**src/rtl/tdc_meas_ctrl_pkg.sv**
```systemverilog
// Shared encodings and constants for the TDC measurement sequencer.
// Tap-line sizing defaults live here so datapath and control agree.
`ifndef DIG_OUT
`define DIG_OUT 8
`endif
`ifndef NUM_TAPS
`define NUM_TAPS 128
`endif

package tdc_meas_ctrl_pkg;

  typedef enum logic [2:0] {
    IDLE     = 3'd0,
    ARM_WAIT = 3'd1,
    ARMED    = 3'd2,
    RUN      = 3'd3,
    CONV     = 3'd4,
    RESULT   = 3'd5
  } state_t;

  localparam int DIG_OUT  = `DIG_OUT;
  localparam int NUM_TAPS = `NUM_TAPS;

endpackage

```
**src/rtl/tdc_hit_sync.sv**
```systemverilog
// Two-flop synchronizer plus delay flop with rise/fall detect.
// Reusable for any asynchronous single-bit input.
module tdc_hit_sync (
  input  logic clk,
  input  logic rst_n,
  input  logic din,
  output logic level,
  output logic rise,
  output logic fall
);

  logic s1;
  logic s2;
  logic s3;

  always_ff @(posedge clk or negedge rst_n) begin
    if (!rst_n) begin
      s1 <= 1'b0;
      s2 <= 1'b0;
      s3 <= 1'b0;
    end else begin
      s1 <= din;
      s2 <= s1;
      s3 <= s2;
    end
  end

  assign level = s2;
  assign rise  = s2 & ~s3;
  assign fall  = ~s2 & s3;

endmodule

```
**src/rtl/tdc_meas_ctrl.sv**
```systemverilog
// TDC measurement sequencer: arm, coarse count, merge handshake, readout.
// Define TDC_TIMEOUT_CNT_EN to add the saturating oTimeoutCnt output.
module tdc_meas_ctrl
  import tdc_meas_ctrl_pkg::*;
#(
  parameter int COARSE_W    = 16,
  parameter int FINE_W      = DIG_OUT,
  parameter int TIMEOUT_CYC = 1024,
  parameter int ARM_DELAY   = 4
) (
  input  logic                iClk,
  input  logic                iRst_n,
  input  logic                iEnable,
  input  logic                iSingle,
  input  logic                iHit,
  output logic                oArm,
  output logic                oConvStart,
  input  logic                iConvDone,
  input  logic [FINE_W-1:0]   iFineStart,
  input  logic [FINE_W-1:0]   iFineStop,
  output logic                oValid,
  input  logic                iReady,
  output logic [COARSE_W-1:0] oCoarse,
  output logic [FINE_W-1:0]   oFineStart,
  output logic [FINE_W-1:0]   oFineStop,
  output logic                oTimeout,
  output logic                oBusy
`ifdef TDC_TIMEOUT_CNT_EN
  ,
  output logic [7:0]          oTimeoutCnt
`endif
);

  localparam int SET_W = $clog2(ARM_DELAY + 1);
  localparam logic [SET_W-1:0] SET_LAST =
    SET_W'(ARM_DELAY - 1);
  localparam logic [COARSE_W-1:0] TMO =
    COARSE_W'(TIMEOUT_CYC);

  state_t state_q;
  state_t state_d;

  logic                single_q;
  logic [SET_W-1:0]    settle_q;
  logic [COARSE_W-1:0] cnt_q;
  logic                conv_first_q;

  logic hit_lvl;
  logic hit_rise;
  logic hit_fall;

  logic settled;
  logic start_run;
  logic load_coarse;
  logic load_tmo;
  logic load_fine;
  logic hs;

  tdc_hit_sync u_hit_sync (
    .clk   (iClk),
    .rst_n (iRst_n),
    .din   (iHit),
    .level (hit_lvl),
    .rise  (hit_rise),
    .fall  (hit_fall)
  );

  assign settled = (settle_q == SET_LAST);

  always_comb begin
    state_d     = state_q;
    start_run   = 1'b0;
    load_coarse = 1'b0;
    load_tmo    = 1'b0;
    load_fine   = 1'b0;
    hs          = 1'b0;
    unique case (state_q)
      IDLE: begin
        if (iEnable || iSingle)
          state_d = ARM_WAIT;
      end
      ARM_WAIT: begin
        if (settled && !hit_lvl)
          state_d = ARMED;
      end
      ARMED: begin
        if (hit_rise) begin
          start_run = 1'b1;
          state_d   = RUN;
        end
      end
      RUN: begin
        // fall has priority over a coincident timeout
        if (hit_fall) begin
          load_coarse = 1'b1;
          state_d     = CONV;
        end else if (cnt_q == TMO) begin
          load_tmo = 1'b1;
          state_d  = RESULT;
        end
      end
      CONV: begin
        if (iConvDone) begin
          load_fine = 1'b1;
          state_d   = RESULT;
        end
      end
      RESULT: begin
        if (iReady) begin
          hs = 1'b1;
          if (iEnable && !single_q)
            state_d = ARM_WAIT;
          else
            state_d = IDLE;
        end
      end
      default: state_d = IDLE;
    endcase
  end

  always_ff @(posedge iClk or negedge iRst_n) begin
    if (!iRst_n) begin
      state_q      <= IDLE;
      single_q     <= 1'b0;
      settle_q     <= '0;
      cnt_q        <= '0;
      conv_first_q <= 1'b0;
      oCoarse      <= '0;
      oFineStart   <= '0;
      oFineStop    <= '0;
      oTimeout     <= 1'b0;
    end else begin
      state_q      <= state_d;
      conv_first_q <= load_coarse;
      if (state_q == IDLE && state_d == ARM_WAIT)
        single_q <= iSingle & ~iEnable;
      if (state_q == ARM_WAIT) begin
        if (!settled)
          settle_q <= settle_q + 1'b1;
      end else begin
        settle_q <= '0;
      end
      if (start_run)
        cnt_q <= COARSE_W'(1);
      else if (state_q == RUN)
        cnt_q <= cnt_q + 1'b1;
      if (load_coarse)
        oCoarse <= cnt_q;
      if (load_tmo) begin
        oCoarse    <= TMO;
        oTimeout   <= 1'b1;
        oFineStart <= '0;
        oFineStop  <= '0;
      end
      if (load_fine) begin
        oFineStart <= iFineStart;
        oFineStop  <= iFineStop;
      end
      if (hs)
        oTimeout <= 1'b0;
    end
  end

`ifdef TDC_TIMEOUT_CNT_EN
  always_ff @(posedge iClk or negedge iRst_n) begin
    if (!iRst_n)
      oTimeoutCnt <= 8'd0;
    else if (hs && oTimeout && oTimeoutCnt != 8'hFF)
      oTimeoutCnt <= oTimeoutCnt + 8'd1;
  end
`endif

  assign oArm = (state_q == ARM_WAIT) ||
                (state_q == ARMED) ||
                (state_q == RUN);
  assign oConvStart = (state_q == CONV) && conv_first_q;
  assign oValid     = (state_q == RESULT);
  assign oBusy      = (state_q != IDLE);

endmodule

```
**config.mk**
```make
export PLATFORM = sky130hd
export DESIGN_NAME = tdc_meas_ctrl
export DESIGN_NICKNAME = d
export VERILOG_FILES = /design/src/rtl/tdc_meas_ctrl_pkg.sv /design/src/rtl/tdc_hit_sync.sv /design/src/rtl/tdc_meas_ctrl.sv
export SDC_FILE = /design/constraint.sdc
export NUM_CORES = 1
export LEC_CHECK = 0
export BUFFER_PORTS_ARGS = -buffer_cell sky130_fd_sc_hd__buf_2
export CAP_MARGIN = 0
export CORE_MARGIN = 3
export CORE_UTILIZATION = 55
export CTS_BUF_LIST = sky130_fd_sc_hd__clkbuf_8
export DETAILED_ROUTE_END_ITERATION = 10
export PLACE_DENSITY = 0.77
export SLEW_MARGIN = 25
export SYNTH_ARGS = -nofsm -noshare
export SYNTH_HDL_FRONTEND = slang
export SYNTH_SLANG_ARGS = --single-unit
```
**constraint.sdc**
```tcl
create_clock -name iClk -period 2.37 [get_ports iClk]
set_input_delay 0.474 -clock iClk [delete_from_list [all_inputs] [get_ports iClk]]
set_output_delay 0.474 -clock iClk [all_outputs]
set_load 0.005 [all_outputs]
```
==> summary.txt, run 1 <==
STA
  • TNS Setup: 0 ns
  • Worst Tran Pin Value: 0.673 ns
  • Max Freq: between 0.5 and 0.6 GHz
  • Slew HR: a little under three fifths
  • Fin. max-slew vios: 0
  • Period utilisation layout: a little over four fifths
  • RSZ-0062 raised after global routing: no
  • Final setup violation count: 0
  • Min Hold Slack: roughly 0.15 ns
  • Minimum clock period after layout: 2.00 ns
  • Layout Skew: about 0.0063 ns
  • Endpoints failing hold: 0

Clock network
  • Clock sinks: 60
  • CTS Buf Count: 9
  • Root Buffer: clkbuf_8
  • Clock-pin transition on the worst setup and hold timing paths: 0.06 ns
  • Post-CTS setup buffers: 0
  • H-tree depth: 3
  • Hold-fix buffers, CTS: 0
  • CTS tree: yes
  • Clock latency on the worst-skew pair: roughly 0.33 ns
  • Resized cells post-CTS: 0
  • CTS max path bufs: 2

Setup path
  • Critical Path RT: roughly 2.6 ns
  • CP Buf/Inv Count: 0
  • Crit Path Max Fanout: 18
  • CP peak stage delay: approximately 0.6 ns
  • CP arrival: between 2 and 2.5 ns
  • Largest delay contributor family on the critical path: simple AND/OR/NAND/NOR gates
  • Max stage delay cell, worst path: dfrtp_1
  • Worst setup EP type: flip-flop
  • Crit Path Class: reg2reg
  • CP Launch Type: flip-flop
  • Crit path cell chain: and3b_1 > and3_4 > a21oi_4 > a22o_1

Pwr
  • Sequential share of power: about half
  • Combinational share of power: roughly a quarter
  • Lkg Pwr: 1.61 nW
  • Maximum vdd drop: around 0.45 mV
  • Internal power: 2.04 mW
  • Switching portion of total power: 30.5%
  • Sw Pwr: approximately 0.89 mW
  • P per Cell Area: about 950 nW/um^2
  • Clock network fraction of design power: between 20% and 30%

Routing
  • Number of remaining DRC errors: 0
  • WL/cell: approximately 15 um
  • Drt initial violations: about 150
  • DR vias: ~2,000
  • Final WL: around 5.3 mm
  • Final ANT Viol Nets: 0
  • Vias per cell: about 5.8
  • Pre-antenna DRT Iters: 4

Logic synthesis
  • Top cells by count, synth: 60 x dfrtp_1, 31 x a22o_1, 17 x nor2_1
  • Number of flops mapped to enable cells by yosys: 0
  • Avg Cell Area, Syn: between 10 and 15 um^2
  • Ys async rst share: 100%
  • Most frequent cell after synthesis: dfrtp_1
  • Post-Syn Area: approximately 2600 um^2
  • Syn Nets: 250
  • Cells after synthesis: 223
  • Syn. warnings: 0
  • Post-synthesis sequential area ratio: between 50% and 60%
  • Cell taking the most area after synthesis: dfrtp_1
  • Main synth FF type: dfrtp_1
  • Top cells by area, synth: dfrtp_1 58%, a22o_1 10%, nor2_1 2.5%, nand2_1 2.0%, xnor2_1 2.0%
  • #FFs+latches synth: 60
  • Share of the synthesized area in the top cell type: roughly 58%
  • Synth unique cells: 38

Global route
  • Overall Global Routing Usage: around a fifth
  • Vias in the first global route: approximately 1,700
  • First-pass GRT wire length: 8.29 mm
  • Gr ovfl total: 0
  • Initial antenna violation count: 0
  • Pin count of the biggest net entering global routing: 61

Hold path
  • Min-delay worst type: in2async

Job
  • Max Cap Violations: 0

Final layout
  • Final Instance Area: ~3100 um^2
  • Filler Cell Count: between 300 and 400
  • N_diodes: 0
  • Fraction of layout cells with a size suffix above 1: 27.2%
  • Syn-to-layout area delta: 18.7%
  • Final core utilization: 69.3%
  • Nets: 310
  • Non-Filler Instances: 339

Placed design
  • GPL Wtd Cong: 0.818
  • Port bufs: 59
  • Placed instance count: about 320
  • Post-placement cell area: between 2000 and 3000 um^2
  • DP HPWL: between 3 and 4 mm

Floorplan
  • Io pins: 60
  • Area of the die: about 5600 um^2
  • Row count: 24
  • DIE WIDTH: about 75 um
  • Placeable Area: around 4400 um^2
  • Die height: between 70 and 80 um
  • Initial core utilization: 58.4%

Outcome
  • Outcome: completed
-- final cells by class --
| cell class | instances | area [um^2] | share of cell area, % |
|---|---|---|---|
| Clock buffer | 11 | 151 | 4.91 |
| Clock inverter | 4 | 17.5 | 0.569 |
| Inverter | 7 | 26.3 | 0.853 |
| Multi-Input combinational cell | 144 | 996 | 32.3 |
| Sequential cell | 60 | 1500 | 48.7 |
| Tap cell | 52 | 65.1 | 2.11 |
| Timing Repair Buffer | 61 | 323 | 10.5 |
-- flip-flops by register name, indices dropped and copies added (netlist names) --
signal and count:
u_hit_sync.s1 1, conv_first_q 1, cnt_q 16, single_q 1
oFineStop 8, oCoarse 16, settle_q 3, oFineStart 8
u_hit_sync.s3 1, state_q 3, oTimeout 1, u_hit_sync.level 1
-- through the flow --
stage,worst slack (ns),power [mW]
3_3_place_gp,0.459,2.17
6_report,0.372,2.94
2_1_floorplan,0.685,1.89
3_5_place_dp,0.392,2.18
4_1_cts,0.378,2.97
5_1_grt,0.220,3.13
-- kinds of logic after synthesis --
family / count (synthesis) / share of synthesized area (%)
XOR/XNOR: 11 / 3.71
buffers and inverters: 19 / 3.81
flip-flops: 60 / 57.8
AO/OA/AOI/OAI: 53 / 16.4
multiplexers: 1 / 0.386
adder cells (fa/ha/maj): 4 / 1.93
AND/OR/NAND/NOR: 75 / 16.0
-- worst reg2reg max path, cell delays in order, from the launching register on --
cell and delay, ns:
dfrtp_1 0.59, and3b_1 0.38, and3_4 0.33, a21oi_4 0.42
a22o_1 0.21
-- per-layer routing --
metal / global-route usage, % / share of wire (%) / vias to the layer above
met4: 11.3 / 2.2 / 0
met2: 27.6 / 42 / 71
met3: 3.60 / 6.1 / 11
met5: 0 / 0 / -
li1: - / - / 936
met1: 30.1 / 50 / 938
-- cell usage in the layout, fill, tap and decap left out, drive strengths merged, types with 4 or more instances in the layout --
cell,synthesis,routed
xnor2,6,6
a21oi,9,9
ha,4,4
clkbuf,5,11
xor2,5,5
inv,7,9
nor2,17,17
dfrtp,60,60
nand3,5,5
buf,7,61
nor3,7,7
and3,7,7
a22o,31,31
o21ai,4,4
nand4,4,4
nand4b,4,4
nand2,14,14
-- path summary, 6_finish.rpt --
kind                       slack [ns]               end          start  cells after the start
min in group iClk                0.25     u_hit_sync.s1           iHit                      1
min reg2reg                      0.35  u_hit_sync.level  u_hit_sync.s1                      0
max reg2reg                      0.37        oCoarse[7]     state_q[2]                      4
min                              0.15       settle_q[0]         iRst_n                      2
max in group asynchronous        1.96          single_q         iRst_n                      2
max                              0.37        oCoarse[7]     state_q[2]                      4
-- power by group through the flow --
stage,Clock (mW),Sequential (mW),Combinational [mW]
global placement,0,1.44,0.734
global route,0.843,1.45,0.839
floorplan,0,1.41,0.483
CTS,0.797,1.42,0.749
finish,0.775,1.42,0.739
detailed placement,0,1.44,0.744
Note: power is estimated with default switching activity, not from simulation.
==> inputs of run 2 (changes only) <==
Clock period 2.37 ns to 2 ns, I/O delays scaled along.
==> run 2 against run 1 <==
Net effect: clock skew is 0.0045 ns higher; global-route usage is 2.3 points higher; setup slack worse by 0.15 ns; first-iteration DRC count is 39% lower; combinational power is 25% higher; cell count is 1.8% higher; core utilization is 2.2 points higher; sequential power is 19% higher; critical path type is now reg2out; critical endpoint is now oValid.
==> summary.txt, run 2 (synthesis results as in run 1) <==
Outcome
  • Outcome: completed (unchanged)

Routing
  • Metal3 WL: 495 um (was 322 um)
  • Drt initial violations: 93 (was 152)
  • Final ANT Viol Nets: 0 (unchanged)
  • DR vias: 2,030 (was 1,956)
  • Pre-antenna DRT Iters: 4 (unchanged)
  • Max layer used: met4 (unchanged)
  • Number of remaining DRC errors: 0 (unchanged)
  • Met2 wire len: 2.57 mm (was 2.20 mm)
  • WL/cell: 16.5 um (was 15.5 um)
  • Final WL: 5.68 mm (was 5.25 mm)
  • Met1 wire length: 2.52 mm (was 2.62 mm)
  • Vias per cell: 5.88 (was 5.77)

Pwr
  • Combinational share of power: 23.9% (was 25.2%)
  • P per Cell Area: 1220 nW/um^2 (was 954 nW/um^2)
  • Switching portion of total power: 29.8% (was 30.5%)
  • Lkg Pwr: 1.65 nW (was 1.61 nW)
  • Internal power: 2.72 mW (was 2.04 mW)
  • Overall power: 3.87 mW (was 2.94 mW)
  • Clock network fraction of design power: 32.5% (was 26.4%)
  • Maximum vdd drop: 0.712 mV (was 0.451 mV)
  • Sw Pwr: 1.16 mW (was 0.895 mW)
  • Sequential share of power: 43.6% (was 48.5%)

Setup path
  • Crit Reg-Reg Startpoint: cnt_q[0] (was state_q[2])
  • Critical Path RT: 1.60 ns (was 2.63 ns)
  • CP Launch Type: flip-flop (unchanged)
  • Max stage delay cell, worst path: dfrtp_1 (unchanged)
  • Crit path cell chain: nor2b_1 > and2_1 > buf_2 (was and3b_1 > and3_4 > a21oi_4 > a22o_1)
  • Worst setup EP type: primary output (was flip-flop)
  • CP peak stage delay: 0.52 ns (was 0.59 ns)
  • Crit Path Class: reg2out (was reg2reg)
  • CP arrival: 1.38 ns (was 2.26 ns)
  • Crit Path Max Fanout: 9 (was 18)
  • R2r setup slk: 0.22 ns (was 0.37 ns)
  • Crit. Startpoint: state_q[0] (was state_q[2])

Placed design
  • Dpl ws: 0.210 ns (was 0.392 ns)
  • Placed instance count: 329 (was 324)
  • Post-placement cell area: 2940 um^2 (was 2910 um^2)
  • Port bufs: 59 (unchanged)
  • GPL Wtd Cong: 0.840 (was 0.818)
  • DP HPWL: 3.80 mm (was 3.45 mm)

Clock network
  • Root Buffer: clkbuf_8 (unchanged)
  • CTS tree: yes (unchanged)
  • Clock-pin transition on the worst setup and hold timing paths: 0.07 ns (was 0.06 ns)
  • CTS max path bufs: 2 (unchanged)
  • H-tree depth: 3 (unchanged)
  • CTS Buf Count: 9 (unchanged)
  • Clock sinks: 60 (unchanged)
  • Clock latency on the worst-skew pair: 0.34 ns (was 0.33 ns)
  • Post-CTS setup buffers: 0 (unchanged)

STA
  • Final setup violation count: 0 (unchanged)
  • RSZ-0062 raised after global routing: no (unchanged)
  • Fin. max-slew vios: 0 (unchanged)
  • Period utilisation layout: 89.1%
  • Max Freq: 0.561 GHz
  • Layout Skew: 0.0108 ns (was 0.00631 ns)
  • Worst Tran Pin Value: 0.469 ns (was 0.673 ns)
  • Post-route worst setup slack: 0.217 ns (was 0.372 ns)
  • TNS Setup: 0 ns (unchanged)
  • Endpoints failing hold: 0 (unchanged)
  • Minimum clock period after layout: about 1.8 ns
  • Slew HR: 68.6% (was 55.1%)

Final layout
  • Largest regs: cnt_q: 16 flops, oCoarse: 16 flops (unchanged)
  • Commonest non-fill, non-tap cells in the layout: 60 x dfrtp_1, 59 x buf_2, 31 x a22o_1 (unchanged)
  • Commonest non-fill, non-tap cell in the layout: dfrtp_1 (unchanged)
  • N_diodes: 0 (unchanged)
  • Final Instance Area: 3180 um^2 (was 3080 um^2)
  • Nets: 315 (was 310)
  • Non-Filler Instances: 345 (was 339)
  • Syn-to-layout area delta: 22.4% (was 18.7%)
  • Fraction of layout cells with a size suffix above 1: 29.7% (was 27.2%)

Floorplan
  • Io pins: 60 (unchanged)
  • Area of the die: 5580 um^2 (unchanged)
  • DIE WIDTH: 74.7 um (unchanged)
  • Placeable Area: 4440 um^2 (unchanged)
  • Row count: 24 (unchanged)
  • Initial core utilization: 58.4% (unchanged)
  • Die height: 74.7 um (unchanged)

Job
  • Max Cap Violations: 0 (unchanged)

Global route
  • First-pass GRT wire length: 9.30 mm (was 8.29 mm)
  • Vias in the first global route: 1,917 (was 1,688)
  • Overall Global Routing Usage: 22.4% (was 20.1%)
  • Initial antenna violation count: 0 (unchanged)
  • Pin count of the biggest net entering global routing: 37 (was 61)
  • Gr ovfl total: 0 (unchanged)

Hold path
  • Min-delay worst type: in2async (unchanged)
## run 2: changes by cell type in the layout (fill, tap and decap cells not counted)
cell	before	now
clkinv_2	2	0
clkinvlp_4	0	2
clkinv_4	0	1
nor3_1	7	6
inv_1	9	7
buf_12	1	0
bufinv_16	0	2
nor3_2	0	1
buf_4	1	7
## run 2: worst paths after layout
| kind | to | cells past startpoint |
|---|---|---|
| min in group iClk | u_hit_sync.s1 | 1 |
| worst min-delay path | single_q | 2 |
| max in group asynchronous | cnt_q[2] | 2 |
| worst min register to register | u_hit_sync.level | 0 |
| worst max-delay path | oValid | 3 |
| worst max register to register | oFineStart[6] | 6 |
## run 2: timing repair
action | in CTS | in global routing
endpoints found under the hold margin | 0 | 0
gates resized for setup | 0 | 1
hold buffers | 0 | 0
endpoints found under the setup margin | 0 | 1
## run 2: worst max-delay path: cells and delay by family, from the launching register on
kind / cells / cell delay, ns
simple gates: 2 / 0.40
buf+inv: 1 / 0.12
flops: 1 / 0.52
## run 2: final cells by class
type / instances / area [um^2]
flip-flops and latches: 60 / 1500
fillers: 330 / 1270
clock inverters: 5 / 83.8
well taps: 52 / 65.1
repair buffers: 66 / 348
multi-input cells: 144 / 1000
clock buffers: 11 / 151
inverters: 7 / 26.3
## run 2: power by group through the flow
stage	sequential [mW]	clock, mW	combinational [mW]
2_1_floorplan	1.67	0	0.573
3_3_place_gp	1.70	0	0.883
3_5_place_dp	1.70	0	0.914
4_1_cts	1.68	1.28	0.934
5_1_grt	1.73	1.33	1.06
6_report	1.69	1.26	0.925
## run 2: stage by stage
step | utilization [%] | hold slack (ns)
after detailed placement | 66.1 | 0.344
after global routing | 71.5 | 0.0490
after global placement | 66.1 | 0.340
final | 71.5 | 0.0515
after floorplan | - | 0.104
after CTS | 71.4 | 0.0479
## run 2: metal layers
metal	up-vias	GRT usage (%)
li1	953	-
met1	981	29.8
met2	86	33.4
met3	10	8.54
met4	0	8.70
met5	-	0
==> inputs of run 3 (changes only) <==
Settings changed: CORE_MARGIN 3 to 8, CORE_UTILIZATION 55 to 40, PLACE_DENSITY 0.77 to 0.58.
==> run 3 against run 2 <==
Net effect: clock-buffer cell count unchanged; worst hold slack better by 0.013 ns; power down 3.3%; register-to-register slack worse by 0.03 ns; maximum frequency down 2.4%; flip-flop and latch count unchanged.
==> summary.txt, run 3 (synthesis results as in run 1) <==
Outcome
  • Outcome: completed (unchanged)

Clock network
  • Clock-pin transition on the worst setup and hold timing paths: 0.07 ns (about the same)
  • Clock sinks: 60 (unchanged)
  • Post-CTS setup buffers: 0 (unchanged)
  • H-tree depth: 3 (unchanged)
  • Clock latency on the worst-skew pair: 0.33 ns (was 0.34 ns)
  • CTS tree: yes (unchanged)
  • CTS Buf Count: 9 (unchanged)
  • Root Buffer: clkbuf_8 (unchanged)
  • CTS max path bufs: 2 (unchanged)

STA
  • Minimum clock period after layout: 1.83 ns (was 1.78 ns)
  • Worst Tran Pin Value: 0.479 ns (was 0.469 ns)
  • Slew HR: 68.0% (was 68.6%)
  • RSZ-0062 raised after global routing: no (unchanged)
  • Min Hold Slack: 0.0645 ns (was 0.0515 ns)
  • Max Freq: 0.548 GHz (was 0.561 GHz)
  • Endpoints failing hold: 0 (unchanged)
  • Layout Skew: 0.00460 ns (was 0.0108 ns)
  • Fin. max-slew vios: 0 (unchanged)
  • Period utilisation layout: 91.3% (was 89.1%)
  • Final setup violation count: 0 (unchanged)

Setup path
  • Crit path cell chain: buf_4 > nor3_1 > inv_1 > buf_2 (was nor2b_1 > and2_1 > buf_2)
  • Largest delay contributor family on the critical path: flip-flops (unchanged)
  • CP Depth: 4 (was 3)
  • Critical Path RT: 1.60 ns (about the same)
  • Max stage delay cell, worst path: dfrtp_1 (unchanged)
  • R2r setup slk: 0.19 ns (was 0.22 ns)
  • Cell depth of the worst flop-to-flop path: 7 (was 6)
  • Crit Path Class: reg2out (unchanged)
  • CP Launch Type: flip-flop (unchanged)
  • CP Buf/Inv Count: 3 (was 1)
  • CP arrival: 1.43 ns (was 1.38 ns)
  • CP peak stage delay: 0.42 ns (was 0.52 ns)
  • Worst setup EP type: primary output (unchanged)
  • Crit Path Max Fanout: 12 (was 9)

Placed design
  • GPL Wtd Cong: 0.723 (was 0.840)
  • Port bufs: 59 (unchanged)
  • DP HPWL: 4.17 mm (was 3.80 mm)

Routing
  • Final ANT Viol Nets: 0 (unchanged)
  • Pre-antenna DRT Iters: 4 (unchanged)
  • Drt initial violations: 92 (was 93)
  • WL/cell: 16.2 um (was 16.5 um)
  • Vias per cell: 5.29 (was 5.88)
  • Number of remaining DRC errors: 0 (unchanged)
  • DR vias: 1,979 (was 2,030)
  • Final WL: 6.07 mm (was 5.68 mm)

Pwr
  • P per Cell Area: 1160 nW/um^2 (was 1220 nW/um^2)
  • Lkg Pwr: 1.67 nW (was 1.65 nW)
  • Overall power: 3.74 mW (was 3.87 mW)
  • Maximum vdd drop: 0.654 mV (was 0.712 mV)

Global route
  • Initial antenna violation count: 0 (unchanged)
  • Vias in the first global route: 1,951 (was 1,917)
  • Overall Global Routing Usage: 14.0% (was 22.4%)
  • Pin count of the biggest net entering global routing: 61 (was 37)
  • Gr ovfl total: 0 (unchanged)
  • First-pass GRT wire length: 9.85 mm (was 9.30 mm)

Floorplan
  • DIE WIDTH: 96.6 um (was 74.7 um)
  • Initial core utilization: 41.1% (was 58.4%)
  • Io pins: 60 (unchanged)
  • Placeable Area: 6310 um^2 (was 4440 um^2)
  • Die height: 96.6 um (was 74.7 um)
  • Area of the die: 9320 um^2 (was 5580 um^2)
  • Row count: 29 (was 24)

Final layout
  • Commonest non-fill, non-tap cells in the layout: 60 x dfrtp_1, 59 x buf_2, 31 x a22o_1 (unchanged)
  • N_diodes: 0 (unchanged)
  • Commonest non-fill, non-tap cell in the layout: dfrtp_1 (unchanged)
  • Filler Cell Count: 589 (was 330)
  • Syn-to-layout area delta: 24.4% (was 22.4%)
  • Fraction of layout cells with a size suffix above 1: 30.3% (was 29.7%)
  • Nets: 319 (was 315)
  • Largest regs: cnt_q: 16 flops, oCoarse: 16 flops (unchanged)

Job
  • Max Cap Violations: 0 (unchanged)

Hold path
  • Min-delay worst type: in2async (unchanged)
[run 3: cell count changes in the layout (fill, tap and decap cells not counted), sizes merged]
cell,before,now
bufinv,2,1
clkinvlp,2,1
clkinv,1,2
inv,7,8
buf,66,70
[run 3: final timing paths]
check / end / startpoint
setup / recovery: oBusy / state_q[2]
hold / removal: settle_q[0] / iRst_n
setup reg to reg: oCoarse[6] / cnt_q[0]
hold reg to reg: u_hit_sync.level / u_hit_sync.s1
max in group asynchronous: oCoarse[6] / iRst_n
min in group iClk: u_hit_sync.s1 / iHit
[run 3: layer usage]
| layer | wire length [um] | track usage, % |
|---|---|---|
| met1 | 2760 | 19.1 |
| met2 | 2720 | 20.0 |
| met3 | 515 | 4.17 |
| met4 | 78 | 6.18 |
| met5 | 0 | 0 |
[run 3: layout make-up]
class | count | area [um^2] | area share (%)
Timing Repair Buffer | 70 | 390 | 12.1
Tap cell | 77 | 96.3 | 2.98
Clock buffer | 11 | 151 | 4.69
Multi-Input combinational cell | 144 | 1010 | 31.3
Inverter | 7 | 26.3 | 0.814
Sequential cell | 60 | 1500 | 46.5
Clock inverter | 5 | 51.3 | 1.59
[run 3: per-stage QoR]
stage | utilization [%] | area (um^2) | setup slack [ns] | instances | TNS, ns
detailed placement | 47.7 | 3010 | -0.0107 | 358 | -0.0432
global route | 51.1 | 3230 | 0.0661 | 374 | 0
finish | 51.1 | 3230 | 0.174 | 374 | 0
CTS | 51.0 | 3220 | 0.103 | 374 | 0
floorplan | - | 2600 | 0.315 | 223 | 0
global placement | 47.7 | 3010 | 0.0789 | 358 | 0
[run 3: timing repair]
action	4_1_cts	5_1_grt
setup endpoints to repair	31	31
resized for setup	1	2
cloned	0	0
hold buffers	0	0
pin swaps	0	0
endpoints found under the hold margin	0	0
[run 3: report_power, final]
| part | switching, mW | internal, mW | total (mW) | leakage (nW) |
|---|---|---|---|---|
| registers | 0.203 | 1.48 | 1.68 | 0.802 |
| logic | 0.473 | 0.494 | 0.967 | 0.765 |
| clock network | 0.463 | 0.634 | 1.10 | 0.107 |
[run 3: worst reg2reg max path, delay by kind of cell (launching register included)]
kind / cells / cell delay, ns
adders and majority gates: 1 / 0.14
and+or+nand+nor: 2 / 0.55
AOI/OAI and AO/OA: 2 / 0.26
DFF: 1 / 0.44
buffers and inverters: 2 / 0.30
